--- src/rtl/serial_sub_ctrl_if.sv ---
// serial_sub_ctrl_if: host-side start/operand/result bundle for the serial subtractor
interface serial_sub_ctrl_if #(parameter int WIDTH = 8);
  logic start;
  logic [WIDTH-1:0] a;
  logic [WIDTH-1:0] b;
  logic busy;
  logic done;
  logic [WIDTH-1:0] diff;
  logic borrow_out;
  modport master(output start, a, b, input busy, done, diff, borrow_out);
  modport slave(input start, a, b, output busy, done, diff, borrow_out);
endinterface

--- src/rtl/serial_sub_ctrl.sv ---
// serial_sub_ctrl: LSB-first bit-serial unsigned subtractor with start/done handshake
module half_subtractor (
  input  logic x,
  input  logic y,
  output logic d,
  output logic bo
);
  assign d  = x ^ y;
  assign bo = ~x & y;
endmodule

module serial_sub_ctrl #(parameter int WIDTH = 8) (
  input logic clk,
  input logic rst,
  serial_sub_ctrl_if.slave bus
);
  localparam int CW = $clog2(WIDTH) + 1;
  typedef enum logic [1:0] {IDLE, RUN, DONE} state_t;
  state_t state, next;
  logic [WIDTH-1:0] sa, sb, diff;
  logic [CW-1:0] cnt;
  logic bflop, borrow, d1, b1, d, b2, bo, last;
  half_subtractor hs0 (.x(sa[0]), .y(sb[0]), .d(d1), .bo(b1));
  half_subtractor hs1 (.x(d1), .y(bflop), .d(d), .bo(b2));
  assign bo = b1 | b2;
  assign last = cnt == CW'(WIDTH - 1);
  always_ff @(posedge clk)
    state <= rst ? IDLE : next;
  always_comb
    next = state == IDLE ? (bus.start ? RUN : IDLE) :
           state == RUN  ? (last ? DONE : RUN) : IDLE;
  always_comb begin
    bus.busy       = state == RUN;
    bus.done       = state == DONE;
    bus.diff       = diff;
    bus.borrow_out = borrow;
  end
  always_ff @(posedge clk) begin
    if (rst) begin
      sa     <= '0;
      sb     <= '0;
      diff   <= '0;
      cnt    <= '0;
      bflop  <= 1'b0;
      borrow <= 1'b0;
    end else if (state == IDLE && bus.start) begin
      sa    <= bus.a;
      sb    <= bus.b;
      diff  <= '0;
      cnt   <= '0;
      bflop <= 1'b0;
    end else if (state == RUN) begin
      diff  <= {d, diff[WIDTH-1:1]};
      sa    <= sa >> 1;
      sb    <= sb >> 1;
      bflop <= bo;
      cnt   <= cnt + CW'(1);
      if (last) borrow <= bo;
    end
  end
endmodule

--- src/flat_wrapper.sv ---
// flat-port wrapper written by rule: the top's interface ports become plain ports
module serial_sub_ctrl_flat 
#(parameter int WIDTH = 8)
  (clk, rst, bus_start, bus_a, bus_b, bus_busy, bus_done, bus_diff, bus_borrow_out);
  serial_sub_ctrl_if #(.WIDTH(WIDTH)) bus_i ();
  input logic clk;
  input logic rst;
  input wire logic [$bits(bus_i.start)-1:0] bus_start;
  input wire logic [$bits(bus_i.a)-1:0] bus_a;
  input wire logic [$bits(bus_i.b)-1:0] bus_b;
  output wire logic [$bits(bus_i.busy)-1:0] bus_busy;
  output wire logic [$bits(bus_i.done)-1:0] bus_done;
  output wire logic [$bits(bus_i.diff)-1:0] bus_diff;
  output wire logic [$bits(bus_i.borrow_out)-1:0] bus_borrow_out;
  assign bus_i.start = bus_start;
  assign bus_i.a = bus_a;
  assign bus_i.b = bus_b;
  assign bus_busy = bus_i.busy;
  assign bus_done = bus_i.done;
  assign bus_diff = bus_i.diff;
  assign bus_borrow_out = bus_i.borrow_out;
  serial_sub_ctrl #(.WIDTH(WIDTH)) u_core (.clk(clk), .rst(rst), .bus(bus_i));
endmodule
--- config.mk ---
export PLATFORM = sky130hd
export DESIGN_NAME = serial_sub_ctrl_flat
export DESIGN_NICKNAME = d
export VERILOG_FILES = /design/src/rtl/serial_sub_ctrl_if.sv /design/src/rtl/serial_sub_ctrl.sv /design/src/flat_wrapper.sv
export SDC_FILE = /design/constraint.sdc
export NUM_CORES = 1
export LEC_CHECK = 0
export CAP_MARGIN = 20
export CORE_MARGIN = 5
export CORE_UTILIZATION = 52
export DETAILED_ROUTE_END_ITERATION = 8
export GPL_TIMING_DRIVEN = 0
export PLACE_DENSITY = 0.82
export SLEW_MARGIN = 20
export SYNTH_ARGS = -nofsm -noshare
export SYNTH_HDL_FRONTEND = slang
export SYNTH_SLANG_ARGS = --single-unit
--- constraint.sdc ---
create_clock -name clk -period 2.8 [get_ports clk]
set_input_delay 0.84 -clock clk [delete_from_list [all_inputs] [get_ports clk]]
set_output_delay 0.84 -clock clk [all_outputs]
set_load 0.03 [all_outputs]
==> reports/qor.csv, run 1 <==
stage;metric;value;unit
timing;final worst setup slack;0.2087;ns
worst_hold_path;hold crit path type;reg -> reg;
detailed_routing;routed len/inst;13.06;µm
detailed_routing;DRT iter0 DRCs;42;
floorplanning;Die Span Y;60.88;µm
floorplanning;width of the die;60.88;µm
critical_path;R2R setup slack;1.45;ns
worst_hold_path;Hold Path Sink;u_core.bus.diff[0];
power;P_leak;0.6549;nW
clock_tree;clock transition at the registers of the reported paths;0.10;ns
clock_tree;CTS root buf;clkbuf_4;
power;Seq pwr share;51.6;%
critical_path;CP peak stage delay;0.43;ns
critical_path;Crit Path Max Fanout;10;
clock_tree;CTS sink count;32;
synthesis;post-synthesis mux area share;0;%
synthesis;Post-Synth Adder-Cell Area;2.416;%
timing;hold slack;0.4669;ns
timing;Worst slew margin;73.45;%
floorplanning;Core Footprint;2477;µm²
job;maxcap violations;0;
floorplanning;Rows;18;
power;Net Sw Frac;23.52;%
power;Pint;0.0007194;W
synthesis;Yosys warning count;0;
cells_and_area;ant diodes;0;
timing;slew at the pin closest to its max-slew limit;0.3982;ns
synthesis;post-synthesis sequential area ratio;47.58;%
synthesis;Cells after Synth;136;
synthesis;syn_nets;157;
synthesis;largest family of logic cells by synthesized area;simple AND/OR/NAND/NOR gates;
critical_path;Reg2Reg Capture Point;u_core.sa[5];
timing;final setup violation count;0;
clock_tree;CTS tree;done;
detailed_routing;Post-DRT Antenna Nets;0;
cells_and_area;FF/Latch Area;640.6;µm²
clock_tree;worst skew pair latency;0.34;ns
critical_path;element type at the critical path end;output port;
synthesis;number of distinct library cells after synthesis;35;
synthesis;Post-Syn Area;1346;µm²
timing;FMAX;385.9;MHz
cells_and_area;Layout area overhead;29.46;%
timing;period utilisation layout;92.55;%
critical_path;slowest CP cell;dfxtp_1;
timing;RSZ-0062 raised after global routing;no;
synthesis;syn_area_per_cell;9.899;µm²
cells_and_area;Finished Core Util;70.35;%
critical_path;critical-path cell list;buf_6 > nand2b_4 > inv_2 > buf_2 > dlygate4sd2_1;
placement;pre-CTS setup slack;0.3117;ns
global_routing;pin count of the biggest net entering global routing;12;
critical_path;worst reg-to-reg path cell count;4;
clock_tree;Post-CTS Resized;1;
critical_path;critical setup path kind;reg -> out;
timing;final number of hold-violating endpoints;0;
global_routing;antenna violations before repair;0;
detailed_routing;Post-route DRC;0;
timing;clock skew;0.002549;ns
worst_hold_path;hold depth;2;
critical_path;CP Data Arrival Time;1.75;ns
placement;hpwl dp;2.010;mm
global_routing;first-pass GRT wire length;4.643;mm
timing;max-slew violation count;0;
clock_tree;Clock Tree Buf Depth;2;
clock_tree;CTS buffer count;5;
critical_path;Critical R2R Launch;u_core.state[0];
detailed_routing;vias post-DR;1073;
clock_tree;CTS HTree Levels;2;
clock_tree;Post-CTS Hold Fix Bufs;0;
power;peak supply drop;0.5114;mV
timing;fin crit period;2.591;ns
global_routing;number of global-route vias before repair;1079;
cells_and_area;layout cells sized above 1;13.95;%
floorplanning;IO Pins;30;
power;clock network power share;37.0;%
power;pwr dens;539.7;nW/µm²
run_status;run status;finished clean;
floorplanning;die area;3706;µm²
floorplanning;Initial Util;54.34;%
global_routing;GRT Overall Usage;17.24;%
cells_and_area;multi-input logic area;614.3;µm²
worst_hold_path;Hold Startpoint;u_core.bus.diff[0];
synthesis;Synth Area in XOR/XNOR;1.301;%
placement;Routability Congestion;0.7378;
timing;Final TNS setup;0;ns
synthesis;Seq cells post-synth;32;
critical_path;Worst Setup Start Kind;flip-flop;
detailed_routing;first drt pass iteration count;4;
global_routing;grt ovf;0;
placement;number of port buffers;28;
synthesis;Synth Area in Compound Gates;19.42;%
detailed_routing;Via density;5.312;
cells_and_area;Final #Nets;192;
critical_path;worst path required time;1.96;ns
detailed_routing;total length of routed wires;2.639;mm
cells_and_area;layout filler cell count;207;
synthesis;simple-gate portion of the synthesized area;22.49;%
clock_tree;Setup Buffers After CTS;0;
power;Switch Pwr;0.0002213;W
power;Comb power frac;11.4;%
flip-flops by register name, indices dropped and copies added (netlist names):
name / count
u_core.cnt: 4
u_core.state: 2
u_core.bus.borrow_out: 1
u_core.bus.diff: 8
u_core.sa: 8
u_core.bflop: 1
u_core.sb: 8
metrics by stage:
stage | power, W | area, µm² | instances
final | 0.0009407 | 1743 | 202
after CTS | 0.0009487 | 1743 | 202
after floorplan | 0.0005611 | 1346 | 136
after global routing | 0.0009892 | 1743 | 202
after global placement | 0.0006014 | 1664 | 194
after detailed placement | 0.0006046 | 1664 | 194
worst max-delay path by stage:
stage,startpoint,to,slack (ns)
after global placement,u_core.state[0],bus_busy,0.32
after detailed placement,u_core.state[0],bus_busy,0.31
after CTS,u_core.state[0],bus_busy,0.20
final,u_core.state[0],bus_busy,0.21
after floorplan,u_core.state[0],bus_busy,1.03
after global routing,u_core.state[0],bus_busy,0.11
cell families (layout without fill, tap and decap cells):
kind of cell / count (synthesis) / after routing
simple gates: 54 / 54
buf+inv: 12 / 48
flops: 32 / 32
xor+xnor: 2 / 2
fa+ha+maj: 2 / 2
compound gates: 34 / 34
critical path: cells and delay by family, from the launching register on:
kind,cells,cell delay [ns]
AND/OR/NAND/NOR,1,0.06
flip-flops,1,0.43
buffers and inverters,4,0.91
power by group through the flow:
stage	clock, W	combinational, W	sequential [W]
CTS	0.000355	0.000108	0.000485
global route	0.000382	0.000119	0.000488
detailed placement	0	0.000109	0.000496
global placement	0	0.000106	0.000495
finish	0.000348	0.000107	0.000485
floorplan	0	0.0000665	0.000495
synthesized netlist by cell type:
| cell | n | area [µm²] |
|---|---|---|
| a21oi_1 | 13 | 65.06 |
| xnor2_1 | 1 | 8.760 |
| and3b_1 | 1 | 8.760 |
| inv_2 | 1 | 3.750 |
| o21ba_4 | 1 | 16.27 |
| dfxtp_1 | 32 | 640.6 |
| inv_1 | 2 | 7.510 |
| a221o_1 | 12 | 120.1 |
| nand2b_4 | 1 | 13.76 |
| nor2b_1 | 1 | 6.260 |
| or2_2 | 1 | 6.260 |
| and2b_1 | 1 | 7.510 |
| nor3_1 | 1 | 5.000 |
| a311oi_1 | 1 | 8.760 |
| ha_1 | 1 | 12.51 |
| a2111oi_0 | 1 | 8.760 |
| o21bai_1 | 1 | 7.510 |
| nand3b_1 | 1 | 7.510 |
| o21ai_0 | 1 | 5.000 |
| nand2b_1 | 2 | 12.51 |
| a22oi_1 | 2 | 15.01 |
| buf_6 | 6 | 67.56 |
| a211oi_1 | 2 | 15.01 |
| and2_1 | 13 | 81.33 |
| or3_1 | 1 | 6.260 |
| nand2_1 | 18 | 67.56 |
| fa_1 | 1 | 20.02 |
| nand3_1 | 1 | 5.000 |
| nor2_2 | 1 | 6.260 |
| buf_2 | 1 | 5.000 |
| or3b_2 | 2 | 17.52 |
| xor2_1 | 1 | 8.760 |
| clkbuf_1 | 2 | 7.510 |
| nor2_1 | 7 | 26.28 |
| nor3b_2 | 2 | 25.02 |
per-layer routing:
metal  GRT usage (%)  routed length [µm]  up-vias
li1                -                   -      546
met1           20.70                1161      496
met2           27.48                1271       26
met3           7.021                 164        5
met4           6.811                  42        0
met5               0                   0        -
placed cells by master, fill, tap and decap left out, types with 2 or more instances in the layout:
cell,instances
nand2b_1,2
a211oi_1,2
dfxtp_1,32
clkdlybuf4s50_1,27
a22oi_1,2
clkbuf_1,2
and2_1,13
nor3b_2,2
or3b_2,2
a21oi_1,13
a221o_1,12
buf_6,6
inv_1,2
clkbuf_4,5
nand2_1,18
nor2_1,7
cell type report:
class                   instances  area share [%]
clock buffers                   5           2.154
clock inverters                 3           2.441
well taps                      30           2.154
repair buffers                 28           16.01
multi-input cells              92           35.25
inverters                       3          0.6461
flip-flops and latches         32           36.76
plain buffers                   9           4.594
Note: power is estimated with default switching activity, not from simulation.
==> inputs of run 2 (changes only) <==
CORE_MARGIN = 10   (was 5)
==> run 2 against run 1 <==
Effect of this change:
- first-iteration DRC count grew 29%
- total power shrank 8.3%
- fmax fell by 0.93%
- sequential power hardly changed
- clock-buffer cell count stayed put
- design area shrank 1.1%
==> reports/qor.csv, run 2 (synthesis gave the netlist of run 1 again) <==
stage;metric;value;unit;change
global_routing;pin count of the biggest net entering global routing;13;;was 12
power;P_leak;0.6411;nW;was 0.6549 nW
detailed_routing;first drt pass iteration count;4;;unchanged
timing;max-slew violation count;0;;unchanged
global_routing;first-pass GRT wire length;4.864;mm;was 4.643 mm
critical_path;R2R setup slack;1.44;ns;was 1.45 ns
cells_and_area;most frequent cells in the layout;dfxtp_1, clkdlybuf4s50_1, nand2_1, a21oi_1, and2_1;;unchanged
detailed_routing;met2 WL post-DR;1.363;mm;was 1.271 mm
worst_hold_path;hold crit path type;reg -> reg;;unchanged
timing;fin crit period;2.616;ns;was 2.591 ns
placement;Routability Congestion;0.7606;;was 0.7378
timing;period utilisation layout;93.41;%;was 92.55%
detailed_routing;routed len/inst;14.03;µm;was 13.06 µm
cells_and_area;biggest regs;u_core.bus.diff (8), u_core.sa (8), u_core.sb (8);;unchanged
critical_path;CP peak stage delay;0.45;ns;was 0.43 ns
power;pwr dens;500.1;nW/µm²;was 539.7 nW/µm²
critical_path;Worst Setup Start Kind;flip-flop;;unchanged
job;maxcap violations;0;;unchanged
clock_tree;clock transition at the registers of the reported paths;0.10;ns;about the same
critical_path;WP buf/inv;4;;unchanged
timing;clock skew;0.005033;ns;was 0.002549 ns
power;peak supply drop;0.4651;mV;was 0.5114 mV
cells_and_area;layout filler cell count;215;;was 207
critical_path;CP delay by family, top;buffers and inverters;;unchanged
floorplanning;width of the die;70.88;µm;was 60.88 µm
critical_path;Critical R2R Launch;u_core.state[0];;unchanged
global_routing;antenna violations before repair;0;;unchanged
clock_tree;Clock Tree Buf Depth;2;;unchanged
clock_tree;Setup Buffers After CTS;0;;unchanged
clock_tree;CTS tree;done;;unchanged
clock_tree;CTS sink count;32;;unchanged
floorplanning;Initial Util;54.34;%;unchanged
critical_path;critical setup path kind;reg -> out;;unchanged
critical_path;Crit Path Max Fanout;10;;unchanged
critical_path;worst path required time;1.96;ns;about the same
floorplanning;Rows;18;;unchanged
detailed_routing;Max Used Layer;met4;;unchanged
worst_hold_path;Hold Path Sink;u_core.bus.diff[0];;unchanged
placement;pre-CTS setup slack;0.3020;ns;was 0.3117 ns
detailed_routing;Post-DRT Antenna Nets;0;;unchanged
floorplanning;die area;5024;µm²;was 3706 µm²
detailed_routing;Post-Route M1 WL;1.218;mm;was 1.161 mm
global_routing;number of global-route vias before repair;1144;;was 1079
critical_path;CP Data Arrival Time;1.78;ns;was 1.75 ns
floorplanning;IO Pins;30;;unchanged
detailed_routing;vias post-DR;1077;;was 1073
clock_tree;worst skew pair latency;0.34;ns;about the same
timing;Final TNS setup;0;ns;unchanged
clock_tree;CTS root buf;clkbuf_4;;unchanged
placement;hpwl dp;2.210;mm;was 2.010 mm
placement;number of port buffers;28;;unchanged
cells_and_area;Layout area overhead;28.07;%;was 29.46%
critical_path;worst reg-to-reg path cell count;4;;unchanged
timing;Worst slew margin;71.46;%;was 73.45%
cells_and_area;commonest non-fill, non-tap cell in the layout;dfxtp_1;;unchanged
critical_path;element type at the critical path end;output port;;unchanged
critical_path;Reg2Reg Capture Point;u_core.sa[5];;unchanged
timing;RSZ-0062 raised after global routing;no;;unchanged
clock_tree;CTS buffer count;5;;unchanged
detailed_routing;DRT iter0 DRCs;54;;was 42
worst_hold_path;hold depth;2;;unchanged
run_status;run status;finished clean;;unchanged
timing;final number of hold-violating endpoints;0;;unchanged
critical_path;slowest CP cell;dfxtp_1;;unchanged
clock_tree;CTS HTree Levels;2;;unchanged
cells_and_area;Final #Nets;192;;unchanged
critical_path;critical-path cell list;buf_6 > nand2b_4 > inv_2 > buf_2 > dlygate4sd2_1;;unchanged
timing;final setup violation count;0;;unchanged
timing;final worst setup slack;0.1845;ns;was 0.2087 ns
global_routing;grt ovf;0;;unchanged
global_routing;GRT Overall Usage;11.56;%;was 17.24%
detailed_routing;total length of routed wires;2.835;mm;was 2.639 mm
timing;FMAX;382.3;MHz;was 385.9 MHz
worst_hold_path;Hold Startpoint;u_core.bus.diff[0];;unchanged
floorplanning;Die Span Y;70.88;µm;was 60.88 µm
cells_and_area;ant diodes;0;;unchanged
detailed_routing;Via density;5.332;;was 5.312
detailed_routing;DR WL met3;192;µm;was 164 µm
timing;slew at the pin closest to its max-slew limit;0.4281;ns;was 0.3982 ns
floorplanning;Core Footprint;2477;µm²;unchanged
cells_and_area;Finished Core Util;69.60;%;was 70.35%
cells_and_area;layout cells sized above 1;13.95;%;unchanged
placement;DP Area;1664;µm²;unchanged
detailed_routing;Post-route DRC;0;;unchanged
cells_and_area;Design Area, Final;1724;µm²;was 1743 µm²
run 2: cell type report:
type,instances,area [µm²],area share [%]
clock buffers,5,37.54,2.177
flip-flops and latches,32,640.6,37.16
plain buffers,9,80.08,4.644
well taps,30,37.54,2.177
inverters,3,11.26,0.6531
multi-input cells,92,614.3,35.63
clock inverters,3,23.77,1.379
repair buffers,28,279.0,16.18
run 2: through the flow:
step           hold WS [ns]  std cells   power, W
3_5_place_dp         0.4614        194  0.0006056
5_1_grt              0.4974        202  0.0009000
2_1_floorplan        0.4467        136  0.0005611
6_report             0.4778        202  0.0008622
3_3_place_gp         0.4445        194  0.0006017
4_1_cts              0.4768        202  0.0008708
run 2: worst max-delay path by stage:
stage | startpoint | endpoint | slack, ns | depth (start not counted)
after floorplan | u_core.state[0] | bus_busy | 1.03 | 4
after global placement | u_core.state[0] | bus_busy | 0.32 | 5
after detailed placement | u_core.state[0] | bus_busy | 0.30 | 5
after CTS | u_core.state[0] | bus_busy | 0.18 | 5
after global routing | u_core.state[0] | bus_busy | 0.11 | 5
final | u_core.state[0] | bus_busy | 0.18 | 5
run 2: repair_timing:
action	4_1_cts	5_1_grt
hold buffers	0	0
setup endpoints to repair	1	0
hold endpoints to repair	0	0
resized for setup	1	0
run 2: worst reg2reg max path, cell delays in order, from the launching register on:
cell and delay, ns:
dfxtp_1 0.45, nor3b_2 0.29, clkbuf_1 0.29, and2_1 0.18, a221o_1 0.11
run 2: per-layer routing:
layer / global-route usage, % / vias up
met1: 12.03 / 497
li1: - / 544
met2: 18.89 / 28
met3: 5.579 / 8
met4: 6.022 / 0
met5: 0 / -
run 2: power breakdown:
group          internal, W  total, W  switching, W
clock            0.0000986  0.000267      0.000169
sequential        0.000474  0.000486     0.0000117
combinational    0.0000595  0.000109     0.0000493
